===== src/rtl/jtcop_dispgate.sv =====
// Display-bus access gate for the main 68000: serialises CPU accesses to CH display
// chip-selects against the blanking window and reports stall statistics for debug.
module jtcop_dispgate #(
  parameter int CH        = 4,
  parameter int CNTW      = 3,
  parameter int DLY       = 2,
  parameter int HBLANK_OK = 1,
  parameter int ABORT     = 1
) (
  input  logic          clk,
  input  logic          rst,
  input  logic          cpu_cen,
  input  logic          LVBL,
  input  logic          LHBL,
  input  logic [CH-1:0] cs,
  input  logic [CH-1:0] free_mask,
  output logic          busy,
  output logic [CH-1:0] grant,
  output logic [15:0]   wait_cnt,
  output logic          multi_err
);

  typedef enum logic [1:0] {IDLE, WAIT, COUNT, DONE} state_t;

  state_t          state, state_nx;
  logic            any_cs, any_cs_l, start, blank, sel_free, multi;
  logic [CH-1:0]   sel_oh;
  logic [CNTW-1:0] cnt;

  assign any_cs   = |cs;
  assign start    = any_cs & ~any_cs_l;
  assign blank    = ~LVBL | ((HBLANK_OK != 0) & ~LHBL);
  // lowest set bit of cs wins; any further set bit flags a multi-select
  assign sel_oh   = cs & (~cs + CH'(1));
  assign multi    = |(cs & (cs - CH'(1)));
  // once granted, the served channel is remembered by the one-hot grant itself
  assign sel_free = |(free_mask & grant);

  always_ff @(posedge clk) begin
    if (!rst) state <= IDLE;
    else      state <= state_nx;
  end

  always_comb begin
    state_nx = state;
    case (state)
      IDLE:  if (start) state_nx = ((|(free_mask & sel_oh)) | blank) ? COUNT : WAIT;
      WAIT:  if (!any_cs)    state_nx = IDLE;
             else if (blank) state_nx = COUNT;
      COUNT: if (!any_cs)                                   state_nx = IDLE;
             else if ((ABORT != 0) && !sel_free && !blank)  state_nx = WAIT;
             else if (cnt == '0)                            state_nx = DONE;
      DONE:  if (!any_cs) state_nx = IDLE;
      default: state_nx = IDLE;
    endcase
  end

  always_comb begin
    busy = any_cs & (state != DONE);
  end

  always_ff @(posedge clk) begin
    if (!rst) begin
      grant     <= '0;
      cnt       <= '0;
      wait_cnt  <= '0;
      multi_err <= 1'b0;
      any_cs_l  <= 1'b0;
    end else begin
      any_cs_l <= any_cs;
      if ((state == WAIT || state == COUNT) && cpu_cen && wait_cnt != '1)
        wait_cnt <= wait_cnt + 16'd1;
      if (state == IDLE) begin
        if (start) begin
          grant     <= sel_oh;
          wait_cnt  <= '0;
          multi_err <= multi_err | multi;
        end
      end else if (!any_cs) begin
        grant <= '0;
      end
      // reload on every entry to COUNT so an aborted count restarts from DLY
      if (state_nx == COUNT && state != COUNT)
        cnt <= CNTW'(DLY);
      else if (state == COUNT && state_nx == COUNT && cpu_cen && cnt != '0)
        cnt <= cnt - CNTW'(1);
    end
  end

endmodule


===== config.mk =====
export PLATFORM = sky130hd
export DESIGN_NAME = jtcop_dispgate
export DESIGN_NICKNAME = d
export VERILOG_FILES = /design/src/rtl/jtcop_dispgate.sv
export SDC_FILE = /design/constraint.sdc
export NUM_CORES = 1
export LEC_CHECK = 0
export ABC_AREA = 0
export BUFFER_PORTS_ARGS = -buffer_cell sky130_fd_sc_hd__buf_2
export CORE_AREA = 4 4 58 60
export DETAILED_ROUTE_END_ITERATION = 7
export DIE_AREA = 0 0 62 64
export PLACE_DENSITY = 0.79
export RECOVER_POWER = 25
export SLEW_MARGIN = 5
export SYNTH_ARGS = -nofsm -noshare
export SYNTH_HDL_FRONTEND = slang
export SYNTH_SLANG_ARGS = --single-unit

===== constraint.sdc =====
create_clock -name clk -period 2.55 [get_ports clk]
set_input_delay 0.6375 -clock clk [delete_from_list [all_inputs] [get_ports clk]]
set_output_delay 0.6375 -clock clk [all_outputs]
set_load 0.02 [all_outputs]

==> out/results.tsv <==
metric	value	unit
Max VDD drop	0.285	mV
Rel. slew slack	0.278	
CP peak stage delay	390	ps
root buffer cell	clkbuf_4	
most common cell after layout, fill and taps aside	nor2_1	
sequential share of power	0.560	
Worst R2R Setup Slack	260	ps
cells after synthesis	169	
Internal	0.565	mW
worst r2r path cells	7	
Area Growth Syn to Fin	14.6	%
Post-Route WL	3.06	mm
Net Sw Power	0.246	mW
Final Instance Area	1660	um2
Synth Warn #	0	
endpoints failing setup	0	
Via density	5.45	
worst reg2reg path endpoint	wait_cnt[4]$_SDFF_PN0_	
Vert. Die Dim	64	um
syn nets	189	
crit-path cells	buf_2 -> nor4_1 -> clkbuf_1 -> nor2_1 -> buf_2	
Initial DRC Count	72	
DP Wirelength	2.40	mm
reg-to-reg startpoint	state[0]$_SDFF_PN0_	
Crit. Startpoint	cs[2]	
CP Launch Type	input port	
die area	3970	um2
vias in the first global route	1243	
CP Data Required Time	1910	ps
data arrival time of the worst path	1650	ps
Top delay family on crit path	buffers and inverters	
filler cell count	296	
H-tree depth	1	
clk slew on worst S/H paths	140	ps
Routability Congestion	0.880	
cts hold-fix bufs	0	
Tightest Hold Check Type	flop to flop	
switching fraction of total power	0.303	
Post-CTS Setup Repair Bufs	0	
Rows	20	
Core Region	2930	um2
routed via count	1298	
max-cap viol count	0	
Setup TNS	0	ps
register area share after synthesis	0.372	
clk_skew	10.7	ps
ranking of synthesized cells by area	dfxtp_1 (37%), nor2_1 (8.3%), xor2_1 (7.2%)	
Post-synth EDFFs	0	
unrepaired setup endpoints after global routing	false	
DR WL/cell	12.8	um
initial antenna violation count	0	
worst-path fanout max	11	
wire length on met3	156	um
period utilization	0.898	
layout cells sized above 1	0.190	
placed instance area	1650	um2
# diodes	0	
Setup CP Type	input port to primary output	
met2 wire length	1.43	mm
worst skew pair latency	320	ps
first-pass GRT wire length	5.28	mm
Post-Synthesis Cell Area	1450	um2
uppermost layer routed	met4	
total gr overflow	0	
Die Span X	62	um
DRC violation count after routing	0	
CTS tree	done	
synthesized area per cell	8.59	um2
Synth Flop Type	dfxtp_1	
post-synthesis async set-or-reset flop share	0	
Tightest Pin Transition	1080	ps
Worst Setup End Kind	primary output	
last element of the critical path	busy	
cell mode on critical path	buf_2	
Yosys cell types	44	
Comb power frac	0.219	
Metal-1 WL	1.45	mm
critical path depth	5	
slowest CP cell	clkbuf_1	
most frequent cells in the layout	nor2_1 (32), dfxtp_1 (27), buf_2 (25), nand2_1 (14), xor2_1 (12)	
worst path bufs/invs	3	
fmax	436	MHz
number of port buffers	34	
Clock Power Share	0.221	
clock buffer depth	2	
Initial Utilization	0.496	
cts bufs inserted	3	
Num Clock Sinks	27	
Routed Antenna Nets	0	
cell leakage power	0.664	nW
PostCTS Resize Cnt	0	
status	complete, no violations	
DR pass1 iterations	4	
area fraction of the dominant cell type after synthesis	0.372	
Final Critical Period	2290	ps
Power Density	488	nW/um2
nets	226	
final hold vios	0	
gr usage total	0.170	
# IOs	35	
area leader, netlist	dfxtp_1	
Slew Limit Fails	0	
hold path startpoint	cnt[0]$_SDFFE_PP0P_	
flops & latches, synth	27	
largest net degree at the start of global routing	17	
[tightest hold or removal path, stage by stage, from the launching register on]
cell and delay [ps]:
dfxtp_1 340, nand2_1 50, o22ai_1 70
[cell usage after synthesis, types with 2 or more instances]
cell type,number
a21oi_1,8
and3_1,2
a2111oi_4,2
nand4_1,5
o21ai_1,5
nor2b_1,2
nor2_1,32
nor4_1,2
dfxtp_1,27
xor2_1,12
xnor2_1,2
inv_1,10
o21ai_0,2
nand3_1,5
ha_1,7
o22ai_1,2
a22oi_1,3
and4_4,2
nand2_1,14
[logic make-up after synthesis]
group                      Yosys count  synth area share
and+or+nand+nor                     70             0.227
AOI/OAI and AO/OA                   36             0.207
DFF                                 27             0.372
xor gates and xnor gates            14            0.0845
buffers and inverters               14            0.0422
adders and majority gates            7            0.0603
muxes                                1           0.00690
[metrics by stage]
step	setup WS (ps)	power (mW)	cells	hold slack, ps	util
after floorplan	564	0.592	169	446	-
after global placement	316	0.640	234	448	0.564
after detailed placement	239	0.644	234	467	0.564
after CTS	208	0.827	238	494	0.573
after global routing	8.99	0.871	238	518	0.568
final	259	0.811	238	490	0.568
[power by group through the flow]
| stage | clock network (mW) | logic, mW | registers (mW) |
|---|---|---|---|
| floorplan | 0 | 0.122 | 0.469 |
| global placement | 0 | 0.178 | 0.462 |
| detailed placement | 0 | 0.181 | 0.463 |
| CTS | 0.192 | 0.181 | 0.454 |
| global route | 0.213 | 0.200 | 0.458 |
| finish | 0.179 | 0.178 | 0.454 |
[per-layer routing]
metal  up-vias  GRT usage
met5         -          0
met4         0     0.0610
met3         2     0.0182
met2        26      0.275
met1       604      0.227
li1        666          -
[worst min path at each step]
stage                        endpoint  depth (start not counted)  slack [ps]
6_report          cnt[0]$_SDFFE_PP0P_                          2         490
5_1_grt           cnt[0]$_SDFFE_PP0P_                          2         520
4_1_cts           cnt[0]$_SDFFE_PP0P_                          2         490
3_5_place_dp   multi_err$_SDFFE_PN0P_                          2         470
3_3_place_gp   multi_err$_SDFFE_PN0P_                          2         450
2_1_floorplan     cnt[0]$_SDFFE_PP0P_                          2         450
[registers in the layout, indices dropped and copies added, names as in the netlist]
| register | count |
|---|---|
| wait_cnt | 16 |
| state | 2 |
| multi_err | 1 |
| grant | 4 |
| any_cs_l | 1 |
| cnt | 3 |
[final cells by class]
cell class                 count  area [um2]  area share
clock buffer                   3        22.5      0.0135
clock inverter                 1        5.00     0.00301
inverter                      11        41.3      0.0248
multi-input combinational    128         850       0.511
sequential                    27         541       0.325
tap                           33        41.3      0.0248
timing repair buffer          35         163      0.0978
(Power assumes the default switching activity.)
